<file path="config.mk">
export PLATFORM = sky130hd
export DESIGN_NAME = rr_enc_arbiter_flat
export DESIGN_NICKNAME = d
export VERILOG_FILES = /design/src/rtl/rr_enc_arbiter_pkg.sv /design/src/rtl/rr_enc_arbiter_if.sv /design/src/rtl/rr_enc_arbiter_prio_enc8.sv /design/src/rtl/rr_enc_arbiter.sv /design/src/flat_wrapper.sv
export SDC_FILE = /design/constraint.sdc
export NUM_CORES = 1
export LEC_CHECK = 0
export ABC_AREA = 1
export BUFFER_PORTS_ARGS = -buffer_cell sky130_fd_sc_hd__buf_2
export CORE_MARGIN = 2
export CORE_UTILIZATION = 34
export DETAILED_ROUTE_END_ITERATION = 7
export SKIP_CTS_REPAIR_TIMING = 1
export SYNTH_ARGS = -nofsm -noshare
export SYNTH_HDL_FRONTEND = slang
export SYNTH_SLANG_ARGS = --single-unit
</file>
<file path="constraint.sdc">
create_clock -name clk -period 2.7 [get_ports clk]
set_clock_uncertainty 0.2 [all_clocks]
set_input_delay 0.135 -clock clk [delete_from_list [all_inputs] [get_ports clk]]
set_output_delay 0.135 -clock clk [all_outputs]
set_load 0.02 [all_outputs]
</file>
<file path="src/rtl/rr_enc_arbiter_pkg.sv">
// rr_enc_arbiter_pkg: shared state encodings, default parameters and rotate helper
package rr_enc_arbiter_pkg;
    localparam int N_DEF        = 8;
    localparam int IDXW_DEF     = 3;
    localparam int MAX_HOLD_DEF = 16;
    localparam int HCW_DEF      = 5;

    typedef enum logic [1:0] {
        ST_IDLE  = 2'd0,
        ST_GRANT = 2'd1,
        ST_GAP   = 2'd2
    } state_t;

    function automatic logic [7:0] rotr8(input logic [7:0] v, input logic [2:0] s);
        logic [15:0] d;
        d = {v, v} >> s;
        return d[7:0];
    endfunction
endpackage

</file>
<file path="src/rtl/rr_enc_arbiter_if.sv">
// rr_enc_arbiter_if: request/grant bundle between requesters and the arbiter
interface rr_enc_arbiter_if #(
    parameter int N    = 8,
    parameter int IDXW = 3
);
    logic [N-1:0]    req;
    logic            done;
    logic [N-1:0]    gnt;
    logic [IDXW-1:0] gnt_idx;
    logic            gnt_valid;
    logic            timeout;

    modport master (output req, done, input gnt, gnt_idx, gnt_valid, timeout);
    modport slave  (input req, done, output gnt, gnt_idx, gnt_valid, timeout);
endinterface

</file>
<file path="src/rtl/rr_enc_arbiter_prio_enc8.sv">
// prio_enc8: combinational 8-to-3 priority encoder, lowest set bit wins
module prio_enc8 (
    input  logic [7:0] in,
    output logic [2:0] idx,
    output logic       valid
);
    always_comb begin
        idx = '0;
        for (int i = 7; i >= 0; i--)
            if (in[i]) idx = 3'(i);
    end

    assign valid = |in;
endmodule

</file>
<file path="src/rtl/rr_enc_arbiter.sv">
// rr_enc_arbiter: 8-way round-robin arbiter with hold limit and one-hot/binary grant
module rr_enc_arbiter
    import rr_enc_arbiter_pkg::*;
#(
    parameter int N        = N_DEF,
    parameter int IDXW     = IDXW_DEF,
    parameter int MAX_HOLD = MAX_HOLD_DEF,
    parameter int HCW      = HCW_DEF
) (
    input logic             clk,
    input logic             rst_n,
    rr_enc_arbiter_if.slave bus
);
    state_t          state;
    logic [IDXW-1:0] ptr;
    logic [HCW-1:0]  hold_cnt;
    logic [2:0]      enc_idx;
    logic            enc_valid;
    logic [IDXW-1:0] win;
    logic            rel_a, rel_b, rel_c;

    // search starts at ptr: rotate so ptr lands on bit 0, then undo the rotation
    prio_enc8 u_enc (
        .in    (rotr8(bus.req, ptr)),
        .idx   (enc_idx),
        .valid (enc_valid)
    );

    assign win   = ptr + enc_idx;
    assign rel_a = bus.done;
    assign rel_b = !bus.req[bus.gnt_idx];
    assign rel_c = (MAX_HOLD != 0) && (hold_cnt == HCW'(MAX_HOLD - 1));

    always_ff @(posedge clk or negedge rst_n) begin
        if (!rst_n) begin
            state         <= ST_IDLE;
            ptr           <= '0;
            hold_cnt      <= '0;
            bus.gnt       <= '0;
            bus.gnt_idx   <= '0;
            bus.gnt_valid <= 1'b0;
            bus.timeout   <= 1'b0;
        end else begin
            bus.timeout <= 1'b0;
            case (state)
                ST_IDLE: if (enc_valid) begin
                    state         <= ST_GRANT;
                    bus.gnt       <= N'(1) << win;
                    bus.gnt_idx   <= win;
                    bus.gnt_valid <= 1'b1;
                    hold_cnt      <= '0;
                end
                ST_GRANT: if (rel_a || rel_b || rel_c) begin
                    state         <= ST_GAP;
                    bus.gnt       <= '0;
                    bus.gnt_idx   <= '0;
                    bus.gnt_valid <= 1'b0;
                    ptr           <= bus.gnt_idx + 1'b1;
                    bus.timeout   <= rel_c && !rel_a && !rel_b;
                end else begin
                    hold_cnt <= (&hold_cnt) ? hold_cnt : hold_cnt + 1'b1;
                end
                ST_GAP: state <= ST_IDLE;
                default: begin
                    state         <= ST_IDLE;
                    bus.gnt       <= '0;
                    bus.gnt_idx   <= '0;
                    bus.gnt_valid <= 1'b0;
                end
            endcase
        end
    end
endmodule

</file>
<file path="src/flat_wrapper.sv">
// flat-port wrapper written by rule: the top's interface ports become plain ports
module rr_enc_arbiter_flat import rr_enc_arbiter_pkg::*;
#(
    parameter int N        = N_DEF,
    parameter int IDXW     = IDXW_DEF,
    parameter int MAX_HOLD = MAX_HOLD_DEF,
    parameter int HCW      = HCW_DEF
)
  (clk, rst_n, bus_req, bus_done, bus_gnt, bus_gnt_idx, bus_gnt_valid, bus_timeout);
  rr_enc_arbiter_if #(.N(N), .IDXW(IDXW)) bus_i ();
  input logic clk;
  input logic rst_n;
  input wire logic [$bits(bus_i.req)-1:0] bus_req;
  input wire logic [$bits(bus_i.done)-1:0] bus_done;
  output wire logic [$bits(bus_i.gnt)-1:0] bus_gnt;
  output wire logic [$bits(bus_i.gnt_idx)-1:0] bus_gnt_idx;
  output wire logic [$bits(bus_i.gnt_valid)-1:0] bus_gnt_valid;
  output wire logic [$bits(bus_i.timeout)-1:0] bus_timeout;
  assign bus_i.req = bus_req;
  assign bus_i.done = bus_done;
  assign bus_gnt = bus_i.gnt;
  assign bus_gnt_idx = bus_i.gnt_idx;
  assign bus_gnt_valid = bus_i.gnt_valid;
  assign bus_timeout = bus_i.timeout;
  rr_enc_arbiter #(.N(N), .IDXW(IDXW), .MAX_HOLD(MAX_HOLD), .HCW(HCW)) u_core (.clk(clk), .rst_n(rst_n), .bus(bus_i));
endmodule
</file>
# Word-level counts from Yosys, hierarchy flattened
# Index checks and enable logic that the tools add are counted.
# op_classes
add_sub_neg,3
order_cmp,1
n_eq_ne,7
shift,2
mux,28
n_bitwise,1
reduce_logical,14
# op_table
operator,n
two-way mux 3 bit,10
one-hot mux 8 bit (3 select lines),1
two-way mux 8 bit,2
>> shifter 16 x 3 -> 8 bit,1
two-way mux 5 bit,3
one-hot mux 5 bit (2 select lines),1
one-hot mux 3 bit (3 select lines),1
OR reduction 8 bit,1
"left shift 1 x 3 -> 8 bit, first input constant",1
"adder 5 x 1 -> 5 bit, second input constant",1
"equality test 5 x 4 -> 1 bit, second input constant",1
two-way mux 1 bit,5
AND reduction 5 bit,1
"less-than comparator 3 x 4 -> 1 bit, second input constant",1
two-way mux 2 bit,2
"!= test 2 x 1 -> 1 bit, second input constant",2
"!= test 2 bit, second input constant",2
one-hot mux 2 bit (2 select lines),1
AND reduction 2 bit,2
AND reduction 4 bit,1
"adder 3 x 1 -> 3 bit, second input constant",1
adder 3 bit,1
binary-select mux 1 bit (select 3 bit),1
one-hot mux 1 bit (3 select lines),1
other kinds (9),12
# word_totals
register_bits,23
inputBits,11
out_inout_bits,13

# Depth between registers and ports, before layout
# logic_depth
depth_word,13
ltp_mapped,21

# Hierarchy
# From an unflattened synthesis, not the netlist that was laid out.
# hier_totals
hier_cells,243
hier_area_um2,1660.3
# by_module_without_submodules
module,n_inst,cells_each,area_per_inst_um2
rr_enc_arbiter,1,221,1561.5
prio_enc8,1,22,98.8

# Worst setup path after synthesis
# Ideal clock, no wire load.
# synth_path
path_type,register -> register
from,register u_core.ptr[0]
to,register u_core.bus.gnt[4]
setup_ns,0.065
t_arrival_ns,2.472
required_ns,2.435
setup_slack_ns,-0.037
stages_incl_launch_ff,21
path_buffers,1
path_cell_list,dfrtp_1 -> buf_6 -> inv_6 -> nand2_2 -> nand3_2 -> nand3_1 -> nand2_1 -> a21oi_1 -> o21ai_0 -> nand2_1 -> a21boi_0 -> ha_1 -> inv_1 -> fa_1 -> xor2_1 -> inv_1 -> nand3_1 -> nand2_4 -> nor2_4 -> nand2_1 -> nand2_1
# synth_via
elab_chain_len,13
word_cells_on_any_way,16
classes_between,add/sub: 1; eq/ne: 1; shift: 2; mux: 10; reduce/logical: 2
# synth_lines
item,line_no,source
from (decl),rr_enc_arbiter.sv:15,logic [IDXW-1:0] ptr;
from (signal assigned),rr_enc_arbiter.sv:58,ptr <= bus.gnt_idx + 1'b1;
>> shifter 16 x 3 -> 8 bit,rr_enc_arbiter_pkg.sv:16,"d = {v, v} >> s;"
two-way mux 3 bit (8 in a row),rr_enc_arbiter_prio_enc8.sv:10,if (in[i]) idx = 3'(i);
adder 3 bit,rr_enc_arbiter.sv:29,assign win = ptr + enc_idx;
left shift 1 x 3 -> 8 bit,rr_enc_arbiter.sv:48,bus.gnt <= N'(1) << win;
two-way mux 8 bit,rr_enc_arbiter.sv:46,ST_IDLE: if (enc_valid) begin
one-hot mux 8 bit (3 select lines),rr_enc_arbiter.sv:45,case (state)
to (signal assigned),rr_enc_arbiter.sv:48,
to (decl),rr_enc_arbiter_if.sv:14,"modport slave (input req, done, output gnt, gnt_idx, gnt_valid, timeout);"
# Parallel ways exist; a longest one is shown, timed or not. The select of a mux whose other input is x is not followed.
# A chain may end at the register's enable or synchronous reset.

# Worst setup path after layout
# layout_path
from,register u_core.ptr[0]
to,register u_core.bus.gnt[6]
# The elaborated chain is that of the path after synthesis.

==> impl_metrics.ini <==
[logic_synthesis]
synth_cell_type_count = 30
ys_warn_count = 0
syn_nets = 264
yosys-top-cells-area = dfrtp_1 (32%), nand2_1 (16%), nand2_2 (7.6%)
yosys_register_bits = 23
ys_async_sr_fraction_pct = 100.0
post_synth.cell_area_avg_um2 = 7.330
synth_edf_count = 0
ys.flop_type = dfrtp_1
netlist.area_leader.share_pct = 31.79
syn_inst = 247
yosysMostFrequentCell = nand2_1
synth_top_cell_by_area = dfrtp_1
syn-cell-area_um2 = 1810
synth_seq_area_share_pct = 31.79
synthTopCellsByCount = nand2_1 (78), nand3_1 (25), dfrtp_1 (23), nor2_1 (23), nand2_2 (22)

[die]
ios = 24
dieArea_um2 = 5924
core_um2 = 5107
die_h_um = 76.97
row_count = 26
die-width_um = 76.97
initial_utilization_pct = 35.45

[detailed_routing]
firstDrtPassIters = 4
viasPerCell = 4.627
via_count = 1698
wirelength_mm = 4.081
drc = 0
ant_nets = 0
drt_iter0_markers = 69
routedWlPerCell_um = 11.12

[sta]
hold_violations = 0
worst_pin_slew_ns = 0.5179
fin_crit_ns = 2.800
finalSetupViolCount = 10
rsz0062_at_grt = yes
setup_ws_ns = -0.1002
relSlewSlack_pct = 65.48
post-route-period-util_pct = 103.7
holdWs_ns = 0.1640
fmaxAchievable_mhz = 357.1
finalMaxSlewViolations = 0

[critical_path]
start_kind = flop
reg2reg_from = u_core.ptr[0]$_DFFE_PN0P_
r2r_end = u_core.bus.gnt[6]$_DFFE_PN0P_
r2r_slack_ns = -0.10
cp-end-kind = flop
r2r_cells = 21
path_class = flop to flop
arrival_ns = 2.81
required_ns = 2.71
critPathMaxFanout = 9

[cts]
cts_buffer_depth = 2
cts_max_level = 1
clk_pin_slew_ns = 0.09
clock-sinks = 23
cts-buffers-inserted = 3
cts_tree = yes
ctsRootBufferMaster = clkbuf_8
clk_latency_ns = 0.26

[power]
power_density_nw_per_um2 = 1307
seq_power_share_pct = 18.5
static-leakage-power_nw = 1.211
combPwrFrac_pct = 74.2
swShare_pct = 50.85
net-switching-power_mw = 1.521
peakVddDrop_mv = 0.4925
p_clk_share_pct = 7.3
p_int_mw = 1.470

[place]
place_inst = 358
port_buffers = 23
place_congestion = 0.7960
dpl.hpwl_mm = 3.306

[cells_and_area]
multi_input_area_um2 = 1147
final_layout_size_suffix_gt1_share_pct = 37.37
antenna_cells = 0
finalCoreUtilization_pct = 44.81
nets = 315
synthToLayoutAreaGrowth_pct = 26.40
seqCellArea_um2 = 578.1
fin_cells = 367
fillCellCount = 527

[global_routing]
grt_overflow = 0
antenna_found_initial = 0
grt_pass1_vias = 1592
grt_pass1_wl_mm = 7.058
grt_max_degree = 24
grt_use_total_pct = 14.13

[run_status]
violations = setup timing
status = finished with violations

[worst_hold_path]
hold_path_class = input port to async pin

[run]
max_cap_viol_count = 0
## cell usage in the layout (no fill, tap or decap), types with 2 or more instances in the layout
cell / instances
clkbuf_8: 3
clkinv_8: 2
nand4_1: 2
nand2_4: 5
o21ai_2: 3
dfrtp_2: 2
dfrtp_1: 21
nor2_1: 23
nor2_4: 2
xor2_1: 2
nand2_2: 28
dlygate4sd3_1: 2
o21ai_0: 8
nand2_8: 2
inv_1: 17
o21ai_1: 4
nand3_2: 10
buf_2: 23
nand2_1: 72
nand3_1: 24
buf_4: 24
ha_1: 5
## power by group through the flow
stage | logic [mW] | clock network (mW) | registers (mW)
final | 2.22 | 0.218 | 0.552
after global routing | 2.48 | 0.238 | 0.568
after CTS | 2.11 | 0.226 | 0.571
after detailed placement | 2.10 | 0 | 0.577
after global placement | 2.07 | 0 | 0.576
after floorplan | 1.40 | 0 | 0.591
## per-stage QoR
step                total power, mW  area (um2)  setup TNS, ns  setup slack, ns
floorplan                     1.992        1821              0         0.003275
global placement              2.646        2156         -2.716          -0.3051
detailed placement            2.675        2156         -3.423          -0.3939
CTS                           2.905        2202         -3.549          -0.4007
global route                  3.282        2288         -2.604          -0.3116
finish                        2.991        2288        -0.6938          -0.1002
## flip-flops by register name, summed over array words and instances (netlist names)
| signal | cells |
|---|---|
| u_core.hold_cnt | 5 |
| u_core.bus.gnt | 8 |
| u_core.ptr | 3 |
| u_core.state | 2 |
| u_core.bus.timeout | 1 |
| u_core.bus.gnt_valid | 1 |
| u_core.bus.gnt_idx | 3 |
## cell families after synthesis
kind of cell | synth area share (%)
flip-flops | 31.79
buffers and inverters | 7.049
AND/OR/NAND/NOR | 49.48
adder cells (fa/ha/maj) | 4.561
AO/OA/AOI/OAI | 5.667
XOR/XNOR | 1.452
## worst max path at each step
stage / startpoint / to
after global placement: u_core.ptr[0]$_DFFE_PN0P_ / u_core.bus.gnt[5]$_DFFE_PN0P_
after detailed placement: u_core.ptr[0]$_DFFE_PN0P_ / u_core.bus.gnt[6]$_DFFE_PN0P_
after global routing: u_core.ptr[0]$_DFFE_PN0P_ / u_core.bus.gnt[5]$_DFFE_PN0P_
final: u_core.ptr[0]$_DFFE_PN0P_ / u_core.bus.gnt[6]$_DFFE_PN0P_
after CTS: u_core.ptr[0]$_DFFE_PN0P_ / u_core.bus.gnt[6]$_DFFE_PN0P_
after floorplan: u_core.ptr[0]$_DFFE_PN0P_ / u_core.bus.gnt[4]$_DFFE_PN0P_
## metal layers
layer / wire length (um) / vias to the layer above / global-route usage, %
met1: 2048 / 791 / 19.40
met3: 70 / 0 / 2.000
met2: 1963 / 12 / 24.91
met4: 0 / 0 / 0.5357
li1: - / 895 / -
met5: 0 / - / 0
## critical path: stages, from the launching register on
cell and delay, ns:
dfrtp_2 0.37, buf_6 0.13, clkinv_8 0.08, nand2_2 0.08, nand3_2 0.08, nand2_2 0.08, nand2_1 0.05, nand2_1 0.08
a21oi_1 0.06, o21ai_1 0.11, nand2_1 0.06, a21boi_1 0.13, ha_1 0.16, inv_1 0.05, fa_2 0.35, xor2_2 0.21
inv_1 0.07, nand3_2 0.09, nand2_4 0.08, nor2_4 0.11, nand2_1 0.06, nand2_1 0.05
## area by class of cell
class                   instances  share of cell area, %
multi-input cells             200                  50.14
flip-flops and latches         23                  25.26
repair buffers                 50                  14.27
inverters                      20                  4.483
well taps                      70                  3.827
clock buffers                   3                  1.804
clock inverters                 1                 0.2187
Note: power is estimated with default switching activity, not from simulation.
